[src/rtl/idiv_pkg.sv]
// Shared definitions for the iterative integer divider: FSM state encoding
// and the RV M-extension funct3 codes it serves.
package idiv_pkg;

   typedef logic [1:0] state_t;

   localparam state_t S_IDLE = 2'd0;
   localparam state_t S_BUSY = 2'd1;
   localparam state_t S_FIX  = 2'd2;
   localparam state_t S_DONE = 2'd3;

   localparam logic [2:0] F3_DIV  = 3'b100;
   localparam logic [2:0] F3_DIVU = 3'b101;
   localparam logic [2:0] F3_REM  = 3'b110;
   localparam logic [2:0] F3_REMU = 3'b111;

endpackage

[src/rtl/idiv_step.sv]
// One radix-2 restoring division step: shift the next dividend bit into the
// partial remainder, subtract the divisor when it fits, record the quotient bit.
module idiv_step
   import idiv_pkg::*;
#(
   parameter int XLEN = 64
) (
   input  logic [XLEN:0]   p,
   input  logic [XLEN-1:0] a,
   input  logic [XLEN-1:0] b,
   output logic [XLEN:0]   p_nxt,
   output logic [XLEN-1:0] a_nxt
);

   logic [XLEN+1:0] p_sh;
   logic [XLEN:0]   diff;
   logic            ge;

   always_comb begin
      p_sh  = {p, a[XLEN-1]};
      ge    = (p_sh >= {2'b00, b});
      diff  = p_sh[XLEN:0] - {1'b0, b};
      p_nxt = ge ? diff : p_sh[XLEN:0];
      a_nxt = {a[XLEN-2:0], ge};
   end

endmodule

[src/rtl/idiv_seq.sv]
// Iterative restoring divider for DIV/DIVU/REM/REMU with busy/done handshake.
// Optional 32-bit word ops (DIVW etc.) on XLEN=64 are enabled by IDIV_WOPS_EN.
module idiv_seq
   import idiv_pkg::*;
#(
   parameter int XLEN = 64,
   parameter int CW   = $clog2(XLEN) + 1
) (
   input  logic            clk,
   input  logic            reset,
   input  logic            StartE,
   input  logic            FlushE,
   input  logic            AckM,
   input  logic [2:0]      Funct3E,
   input  logic [XLEN-1:0] ForwardedSrcAE,
   input  logic [XLEN-1:0] ForwardedSrcBE,
   input  logic            W64E,
   output logic            BusyE,
   output logic            DoneM,
   output logic [XLEN-1:0] QuotM,
   output logic [XLEN-1:0] RemM
);

   state_t          state;
   logic [XLEN-1:0] a_r, b_r;
   logic [XLEN:0]   p_r;
   logic [CW-1:0]   cnt;
   logic            sgn_r, sa_r, sb_r, wop_r;
   logic [XLEN:0]   p_nxt;
   logic [XLEN-1:0] a_nxt;

   function automatic logic [XLEN-1:0] sext32(input logic [31:0] x);
      logic signed [31:0] t;
      t = x;
      return XLEN'(t);
   endfunction

   function automatic logic [XLEN-1:0] neg_if(input logic n, input logic [XLEN-1:0] x);
      return n ? -x : x;
   endfunction

   logic       wop;
   logic [1:0] unused_f3;
   assign unused_f3 = Funct3E[2:1];

`ifdef IDIV_WOPS_EN
   assign wop = (XLEN == 64) && W64E;
`else
   logic unused_w64;
   assign wop        = 1'b0;
   assign unused_w64 = W64E;
`endif

   logic            sgn, sa, sb, div0, ovf;
   logic [XLEN-1:0] ax, bx, amag, bmag, a_load, minv, q_sp, r_sp;

   always_comb begin
      sgn  = ~Funct3E[0];
      ax   = ForwardedSrcAE;
      bx   = ForwardedSrcBE;
      minv = {1'b1, {(XLEN-1){1'b0}}};
      if (wop) begin
         ax   = sgn ? sext32(ForwardedSrcAE[31:0]) : XLEN'(ForwardedSrcAE[31:0]);
         bx   = sgn ? sext32(ForwardedSrcBE[31:0]) : XLEN'(ForwardedSrcBE[31:0]);
         minv = sext32(32'h8000_0000);
      end
      sa   = sgn & ax[XLEN-1];
      sb   = sgn & bx[XLEN-1];
      amag = neg_if(sa, ax);
      bmag = neg_if(sb, bx);
      // Word ops park the 32-bit magnitude in the top half so 32 shifts consume it.
      a_load = wop ? (amag << (XLEN-32)) : amag;
      div0   = (bx == '0);
      ovf    = sgn && (ax == minv) && (bx == '1);
      q_sp   = div0 ? '1 : ax;
      r_sp   = div0 ? ax : '0;
      if (wop) begin
         q_sp = sext32(q_sp[31:0]);
         r_sp = sext32(r_sp[31:0]);
      end
   end

   logic [XLEN-1:0] q_fix, r_fix;

   always_comb begin
      q_fix = neg_if(sgn_r && (sa_r != sb_r), a_r);
      r_fix = neg_if(sgn_r && sa_r, p_r[XLEN-1:0]);
      if (wop_r) begin
         q_fix = sext32(q_fix[31:0]);
         r_fix = sext32(r_fix[31:0]);
      end
   end

   idiv_step #(.XLEN(XLEN)) u_step (
      .p     (p_r),
      .a     (a_r),
      .b     (b_r),
      .p_nxt (p_nxt),
      .a_nxt (a_nxt)
   );

   always_ff @(posedge clk or negedge reset) begin
      if (!reset) begin
         state <= S_IDLE;
         a_r   <= '0;
         b_r   <= '0;
         p_r   <= '0;
         cnt   <= '0;
         sgn_r <= 1'b0;
         sa_r  <= 1'b0;
         sb_r  <= 1'b0;
         wop_r <= 1'b0;
         QuotM <= '0;
         RemM  <= '0;
      end else if (FlushE) begin
         state <= S_IDLE;
      end else begin
         case (state)
            S_IDLE, S_DONE: begin
               if (StartE) begin
                  a_r   <= a_load;
                  b_r   <= bmag;
                  p_r   <= '0;
                  cnt   <= wop ? CW'(32) : CW'(XLEN);
                  sgn_r <= sgn;
                  sa_r  <= sa;
                  sb_r  <= sb;
                  wop_r <= wop;
                  if (div0 || ovf) begin
                     QuotM <= q_sp;
                     RemM  <= r_sp;
                     state <= S_DONE;
                  end else begin
                     state <= S_BUSY;
                  end
               end else if (AckM) begin
                  state <= S_IDLE;
               end
            end
            S_BUSY: begin
               p_r <= p_nxt;
               a_r <= a_nxt;
               cnt <= cnt - CW'(1);
               if (cnt == CW'(1)) state <= S_FIX;
            end
            S_FIX: begin
               QuotM <= q_fix;
               RemM  <= r_fix;
               state <= S_DONE;
            end
            default: state <= S_IDLE;
         endcase
      end
   end

   assign BusyE = (state == S_BUSY) || (state == S_FIX);
   assign DoneM = (state == S_DONE);

endmodule

[config.mk]
export PLATFORM = sky130hd
export DESIGN_NAME = idiv_seq
export DESIGN_NICKNAME = d
export VERILOG_FILES = /design/src/rtl/idiv_pkg.sv /design/src/rtl/idiv_step.sv /design/src/rtl/idiv_seq.sv
export SDC_FILE = /design/constraint.sdc
export NUM_CORES = 1
export LEC_CHECK = 0
export ABC_AREA = 1
export ABC_CLOCK_PERIOD_IN_PS = 4080
export BUFFER_PORTS_ARGS = -buffer_cell sky130_fd_sc_hd__buf_4
export CAP_MARGIN = 5
export CORE_ASPECT_RATIO = 1.5
export CORE_MARGIN = 3
export CORE_UTILIZATION = 26
export CTS_BUF_LIST = sky130_fd_sc_hd__clkbuf_16
export DETAILED_ROUTE_END_ITERATION = 10
export GPL_TIMING_DRIVEN = 0
export SLEW_MARGIN = 20
export SYNTH_ARGS = -nofsm -noshare
export SYNTH_HDL_FRONTEND = slang
export SYNTH_HIERARCHICAL = 1
export SYNTH_SLANG_ARGS = --single-unit
export TNS_END_PERCENT = 20
[constraint.sdc]
create_clock -name clk -period 4.08 [get_ports clk]
set_input_delay 0.408 -clock clk [delete_from_list [all_inputs] [get_ports clk]]
set_output_delay 0.408 -clock clk [all_outputs]
set_load 0.005 [all_outputs]
# Word-level counts from Yosys, hierarchy flattened
# Index checks and enable logic that the tools add are counted.
totals:
  ramBits: 0
  latchBits: 0
  word_cells: 72
  out_inout_bits: 130
  mem_count: 0
  ff_bits: 333
  in_bits: 137
  romBits: 0
op_classes:
  n_eq_ne: 11
  n_div: 0
  addsub: 6
  multipliers: 0
  mux: 25
  reduce_logical: 15
  shifts: 0
  n_lt_le_gt_ge: 1
  bitwise: 4
ops:
  columns: ["op", "n"]
  rows:
  - ["$mux 64", 11]
  - ["$pmux 64 s2", 3]
  - ["$neg 64->64", 4]
  - ["$mux 65", 2]
  - ["$pmux 65 s2", 1]
  - ["$eq 64x64->1 const B", 2]
  - ["$ge 66x64->1", 1]
  - ["$sub 65x64->65", 1]
  - ["$logic_not 64->1", 1]
  - ["$pmux 7 s2", 1]
  - ["$mux 2", 5]
  - ["$eq 7x1->1 const B", 1]
  - ["$mux 7", 1]
  - ["$sub 7x1->7 const B", 1]
  - ["$pmux 2 s3", 1]
  - ["$reduce_and 3->1", 2]
  - ["$eq 2x2->1 const B", 2]
  - ["$logic_and 1x1->1", 4]
  - ["$ne 2x2->1 const B", 2]
  - ["$ne 4x4->1 const B", 1]
  - ["$reduce_and 4->1", 1]
  - ["$reduce_bool 2->1", 2]
  - ["$ne 3x3->1 const B", 1]
  - ["$and 1x1->1", 2]
  - ["7 further kinds", 9]

# Depth between registers and ports, before layout
# Gate-level depths: netlist (run 1).
logic_depth:
  word_depth: 8
  ltp_mapped: 20
  ltp_nobuf: 19

# Hierarchy
# Netlist (run 1), hierarchy kept.
by_module_without_submodules:
  columns: ["mod", "area_per_inst_um2", "cells_each", "instances", "seq_area_each_um2"]
  rows:
  - ["idiv_seq", 23508.8, 3891, 1, 8333.0]
  - ["idiv_step", 7967.6, 1701, 1, 0.0]

# Worst setup path after synthesis (run 1)
# OpenSTA, ideal clock, no wires.
synth_timing:
  kind: "register to register"
  from: "register a_r[63]"
  to: "register a_r[0]"
  synth_period_minus_slack_ns: 2.365
  path_buffers: 3
  setup_slack_ns: 1.715
  setup_time_ns: 0.140
  required_time_ns: 3.940
  stages_incl_launch_ff: 18
  arrival_ns: 2.225
  cell_sequence: "dfrtp_1 > inv_1 > ha_1 > inv_1 > fa_1 > nand3_1 > nand3_2 > nand2_1 > nand2_1 > nand2_1 > nand2_1 > nand2_1 > nand3_2 > buf_8 > buf_6 > buf_4 > nor2_1 > a221oi_1"
synth_via:
  elab_chain_len: 2
synth_rtl:
  columns: ["element", "line", "text"]
  rows:
  - ["from (decl)", "idiv_seq.sv:25", "logic [XLEN-1:0] a_r, b_r;"]
  - ["from (signal assigned)", "idiv_seq.sv:121", "a_r <= a_load;"]
  - ["from (signal assigned)", "idiv_seq.sv:142", "a_r <= a_nxt;"]
  - ["$ge 66x64->1", "idiv_step.sv:21", "ge = (p_sh >= {2'b00, b});"]
  - ["named net u_step.ge", "idiv_step.sv:17", "logic ge;"]
  - ["$pmux 64 s2", "idiv_seq.sv:118", "case (state)"]
# The timed path passes the listed nets, and every way through them passes these cells.
# A chain may end at the register's enable or synchronous reset.

# Final worst setup path (run 1)
layout_timing:
  from: "register state[0]"
  to: "register cnt[1]"
layout_via:
  elab_chain_len: 4
  word_cells_on_any_way: 8
  cone_classes: "eq/ne: 3; mux: 1; reduce/logical: 4"
layout_rtl:
  columns: ["element", "line", "text"]
  rows:
  - ["from (decl)", "idiv_seq.sv:24", "state_t state;"]
  - ["from (signal assigned)", "idiv_seq.sv:104", "state <= S_IDLE;"]
  - ["from (signal assigned)", "idiv_seq.sv:116", "state <= S_IDLE;"]
  - ["from (signal assigned)", "idiv_seq.sv:132", "state <= S_DONE;"]
  - ["$eq 2x2->1 or $logic_not 2->1 (tied branches)", "idiv_seq.sv:118", null]
  - ["$reduce_or 2->1", "idiv_seq.sv:118", null]
  - ["$ne 2x2->1 (no source line) or $reduce_bool 2->1 (tied branches)", null, null]
  - ["$reduce_and 3->1 (no source line)", null, null]
  - ["to (signal assigned)", "idiv_seq.sv:124", "cnt <= wop ? CW'(32) : CW'(XLEN);"]
  - ["to (signal assigned)", "idiv_seq.sv:143", "cnt <= cnt - CW'(1);"]
  - ["to (decl)", "idiv_seq.sv:27", "logic [CW-1:0] cnt;"]
# Parallel ways exist; a longest one is shown, timed or not.

==> run summary, run 1 <==
TritonCTS Sinks: 333
Net Sw Power: 11.8 mW
Peak Freq: 0.247 GHz
antenna-violating nets left: 0
endpoints failing hold: 0
Synth Register Bits: 333
Leak: 20.5 nW
number of max-slew violations in the final report: 0
antenna violations before repair: 1
Vias per Instance: 4.95
clk_lat worst skew: 0.60 ns
clk buf depth: 3
TritonCTS clock tree: built
Synth Area in XOR/XNOR: 2.03%
Worst Tran Pin Value: 1.21 ns
Setup Viol. Count Final: 0
Max FO, Critical Path: 10
Num CTS Buffers: 39
Flop pwr share: 25.9%
First-pass DRT Iterations: 8
root buf cell: clkbuf_16
GRT Total Usage: 28.1%
layout cell share with drive strength beyond 1: 9.51%
Placer Congestion: 1.03
status: completed
Die X: 290 um
worst hold path class: in2reg
Avg Inst Size Synth: 5.63 um2
Post-synth top cells: nand2_1 (2,414), inv_1 (676), nor2_1 (599)
combinational fraction of design power: 56.9%
final period utilization: 99.2%
# placed instances: 7,430
Synth Warn #: 6
Finished Layout Cells: 7,503
most common cell in the netlist: nand2_1
# DRC: 0
clock network power share: 17.2%
final worst path period need: 4.05 ns
syn_nets: 5,804
Initial Util: 26.3%
MaxCap Viol Count: 0
critical path type: reg2reg
layout net count: 6,115
DIE AREA: 125,000 um2
port bufs: 263
data required time of the worst path: 4.51 ns
Startpoint Class: register
worst hold slack: 0.140 ns
num rows: 155
Routed Wire Length: 182,000 um
wire length per cell: 24.3 um
vias in the first global route: 36,700
largest net degree at the start of global routing: 90
Pwr Density: 609 nW/um2
RSZ-0062 raised after global routing: false
post-synthesis cell count: 5,592
Placeable Area: 120,000 um2
largest area contributor in the netlist: nand2_1
post-synthesis mux area share: 0%
Sw Share: 52.4%
register area share after synthesis: 26.5%
Adder-Cell Fraction of Synth Area: 3.01%
H-tree levels: 2
ys async rst share: 100%
compound-cell area share of the yosys netlist: 8.23%
worst vdd ir: 0.316 mV
DRT iter0 DRCs: 2,869
Synth top area share: 28.8%
EDFF count, synth: 0
P_int: 10.7 mW
total congestion overflow: 0
routed via count: 37,100
largest cells by area after synthesis: nand2_1 (29%), dfrtp_1 (26%), inv_1 (8.1%), nor2_1 (7.1%), nand3_1 (5.9%)
Arrival @ worst endpoint: 4.47 ns
Worst Setup End Kind: register
Layout Skew: 0.0392 ns
Mapped Area: 31,500 um2
post-synth cell types: 48
first-pass GRT wire length: 254,000 um
Area Overhead vs Synth: 17.3%
Die H: 432 um
largest family of logic cells by synthesized area: simple AND/OR/NAND/NOR gates
num ports: 267
Slew HR: 18.6%
Post-synth top flop: dfrtp_1
DP HPWL: 155,000 um
clock transition at the registers of the reported paths: 0.06 ns
Post-Synth Simple-Gate Area: 47.5%
==> power groups by stage <==
stage | registers (mW) | clock network (mW) | logic (mW)
2_1_floorplan | 5.41 | 0 | 7.23
4_1_cts | 5.80 | 3.92 | 12.7
5_1_grt | 5.96 | 4.02 | 13.9
3_3_place_gp | 5.83 | 0 | 12.6
6_report | 5.82 | 3.88 | 12.8
3_5_place_dp | 5.82 | 0 | 12.6
==> final cells by class <==
class / count / area, um2
antenna: 1 / 2.50
clock inverter: 29 / 315
tap: 1570 / 1960
fill: 13800 / 82700
inverter: 708 / 2660
clock buffer: 41 / 1030
buffer: 239 / 1350
sequential: 333 / 8330
timing repair buffer: 270 / 2120
multi-input combinational: 4312 / 19100
==> worst max-delay path, cell delays in order (launching register included) <==
cell and delay (ns):
dfrtp_1 0.40, inv_1 0.06, ha_1 0.35, inv_1 0.14, nor2_1 0.05, nor2_1 0.53
nand2_1 0.21, inv_2 0.28, clkbuf_1 0.82, clkbuf_1 0.83, o22ai_1 0.16
==> stage by stage <==
stage	total power [mW]	setup slack [ns]	cell area (um2)	TNS, ns	utilization, %
finish	22.5	0.0328	36900	0	30.8
floorplan	12.6	1.71	31500	0	-
detailed placement	18.5	0.122	35500	0	29.7
CTS	22.4	0.101	36900	0	30.8
global route	23.9	0.0692	36900	0	30.8
global placement	18.4	-0.872	35400	-260.75	29.6
==> layout by cell type, fill, tap and decap left out, types with 69 or more instances in the layout <==
cell,count
a21oi_1,131
buf_4,327
clkbuf_1,76
dfrtp_1,333
ha_1,74
inv_1,679
nand2_1,2414
nand3_1,371
nand4_1,147
nor2_1,599
o21ai_0,305
xor2_1,69
==> routing by layer <==
metal | routed length (um) | share of wire [%] | GRT usage (%) | vias up
li1 | - | - | - | 18000
met1 | 61800 | 34 | 27.4 | 17200
met2 | 89300 | 49 | 50.2 | 1366
met3 | 7510 | 4.1 | 2.70 | 513
met4 | 23500 | 13 | 29.8 | 0
met5 | 0 | 0 | 0 | -
==> logic make-up after synthesis <==
group | after synthesis
fa+ha+maj | 75
xor+xnor | 73
flops | 333
compound gates | 500
simple gates | 3664
buf+inv | 947
==> state kept, by name, summed over array words and instances, names as in the netlist <==
name / cells
RemM: 64
cnt: 7
b_r: 64
sa_r: 1
QuotM: 64
sgn_r: 1
a_r: 64
sb_r: 1
state: 2
p_r: 65
==> repair_timing <==
action	CTS	global route
endpoints found under the setup margin	0	0
hold buffers	1	0
setup buffers	0	0
resized for setup	0	0
endpoints found under the hold margin	39	0
==> worst paths after layout <==
check                           startpoint        to  slack (ns)  cells after the start
worst max-delay path              state[0]    cnt[1]        0.03                     10
worst min-delay path            Funct3E[0]     sgn_r        0.14                      2
worst max register to register    state[0]    cnt[1]        0.03                     10
worst min register to register     b_r[55]   b_r[55]        0.48                      2
max in group asynchronous            reset    b_r[1]        2.59                      4
min in group asynchronous            reset  RemM[14]        0.33                      2
(Power assumes the default switching activity.)
==> inputs of run 2 (changes only) <==
Settings changed: CTS_CLUSTER_SIZE set to 24, MAX_ROUTING_LAYER set to met4, RECOVER_POWER set to 100.
==> run 2 against run 1 <==
Net effect: the run now ends with capacitance limit, slew limit left; design area down 0.68%; utilization is 0.21 points lower; sequential share of layout area up 0.16 points; global-route usage is 1.4 points higher.
==> run summary, run 2 (synthesis results as in run 1) <==
status: complete, but fails checks
violations in the final reports: capacitance limit, slew limit
data required time of the worst path: 4.59 ns (+0.08 ns)
Area Overhead vs Synth: 16.5%
Placeable Area: 120,000 um2 (unchanged)
FF-to-FF Start: state[0]
most frequent cells in the layout: nand2_1 (2,415), inv_1 (687), nor2_1 (598), nand3_1 (373), dfrtp_1 (333)
Pwr Density: 606 nW/um2 (-0.53%)
post_cts resized: 0 (unchanged)
largest net degree at the start of global routing: 100 (+11%)
Die H: 432 um (unchanged)
wire length per cell: 24.6 um (+1.5%)
Layout Skew: 0.0530 ns (+0.0138 ns)
number of max-slew violations in the final report: 81 (+81)
Die X: 290 um (unchanged)
number of flip-flops in the largest register: 65 (unchanged)
antenna-violating nets left: 0 (unchanged)
fillers: 13,900 (+0.72%)
Slew HR: -61.4% (-80 points)
Post-Route Setup TNS: 0 ns (unchanged)
Setup Viol. Count Final: 0 (unchanged)
routed via count: 36,900 (-0.68%)
num rows: 155 (unchanged)
Num CTS Buffers: 40 (+2.6%)
TritonCTS clock tree: built
register area: 8330 um2 (unchanged)
Vias per Instance: 4.91 (-0.74%)
# DRC: 0 (unchanged)
Worst Setup End Kind: register
clk buf depth: 3 (unchanged)
DP HPWL: 158,000 um (+1.7%)
clk_lat worst skew: 0.62 ns (+0.02 ns)
endpoints failing hold: 0 (unchanged)
total congestion overflow: 0 (unchanged)
port bufs: 263 (unchanged)
hold path startpoint: ForwardedSrcAE[63]
num ports: 267 (unchanged)
worst hold slack: 0.0951 ns (-0.0444 ns)
vias in the first global route: 36,600 (-0.30%)
layout cell share with drive strength beyond 1: 8.52% (-0.98 points)
root buf cell: clkbuf_16
Worst Tran Pin Value: 2.42 ns (+1.21 ns)
Placer Congestion: 1.07 (+3.2%)
worst vdd ir: 0.348 mV (+10%)
Leak: 20.2 nW (-1.2%)
Peak Freq: 0.255 GHz (+3.2%)
critical path type: in2reg
DRT iter0 DRCs: 2,762 (-3.7%)
layout net count: 6,116 (+0.016%)
Arrival @ worst endpoint: 4.44 ns (-0.03 ns)
Multi-input gate area: 19,100 um2 (about the same)
Finished Layout Cells: 7,508 (+0.067%)
first-pass GRT wire length: 258,000 um (+1.6%)
GRT Total Usage: 29.5% (+1.4 points)
H-tree levels: 2 (unchanged)
Critical Path Source: ForwardedSrcBE[30]
Initial Util: 26.3% (unchanged)
RSZ-0062 raised after global routing: false
Max FO, Critical Path: 10 (unchanged)
placed instance area: 35,600 um2 (about the same)
MaxCap Viol Count: 1 (+1)
# placed instances: 7,432 (+0.027%)
Routed Wire Length: 185,000 um (+1.6%)
antenna violations before repair: 3 (+2)
worst hold path class: in2reg
TritonCTS Sinks: 333 (unchanged)
fin area: 36,700 um2 (-0.68%)
final worst path period need: 3.92 ns (-0.125 ns)
DIE AREA: 125,000 um2 (unchanged)
Startpoint Class: primary input
First-pass DRT Iterations: 6 (-2)
final period utilization: 96.1% (-3.1 points)
Biggest register: p_r
clock transition at the registers of the reported paths: 0.06 ns (about the same)
commonest non-fill, non-tap cell in the layout: nand2_1
[run 2: metal layers]
layer  up-vias  wire length, um  GRT usage (%)
met2      1268            91900           52.0
li1      18100                -              -
met5         -                0              -
met4         0            22400           28.2
met3       577             7050           2.71
met1     17000            63600           28.2
[run 2: path summary, 6_finish.rpt]
path	slack, ns	endpoint	cells past startpoint
max	0.16	QuotM[6]	14
min in group asynchronous	1.34	RemM[13]	3
max reg2reg	0.16	p_r[62]	11
max in group asynchronous	1.05	QuotM[59]	5
min reg2reg	0.48	RemM[61]	2
min	0.1	a_r[63]	3
[run 2: layout make-up]
| class | instances | share of cell area [%] |
|---|---|---|
| clock buffer | 41 | 2.80 |
| tap | 1570 | 5.36 |
| buffer | 238 | 3.59 |
| clock inverter | 33 | 0.765 |
| inverter | 708 | 7.25 |
| sequential | 333 | 22.7 |
| antenna | 2 | 0.0137 |
| timing repair buffer | 271 | 5.31 |
| multi-input combinational | 4312 | 52.2 |
[run 2: metrics by stage]
stage	utilization, %	worst slack (ns)	power [mW]
finish	30.6	0.158	22.2
global route	30.6	0.0706	23.6
CTS	30.8	0.127	22.4
detailed placement	29.7	-0.00888	18.6
global placement	29.6	-0.831	18.5
floorplan	-	1.71	12.6
[run 2: critical path, cell delays in order]
cell and delay, ns:
buf_4 0.13, inv_1 0.18, nand4_1 0.17, nor2_1 0.13
nand2_1 0.12, nor2_1 0.42, nand3_1 0.62, nand3_1 0.35
nand2_1 0.58, inv_1 0.33, buf_6 0.32, clkbuf_4 0.40
nand2_1 0.12, nand2_1 0.08
[run 2: repair_timing]
item                                   CTS  global route
hold buffers                             1             0
setup endpoints to repair                1             0
endpoints found under the hold margin   80             0
buffers inserted                         0             0
[run 2: power by group]
part / internal [mW] / switching, mW / total, mW
Sequential: 4.55 / 1.27 / 5.82
Combinational: 3.78 / 8.87 / 12.7
Clock: 2.10 / 1.66 / 3.75
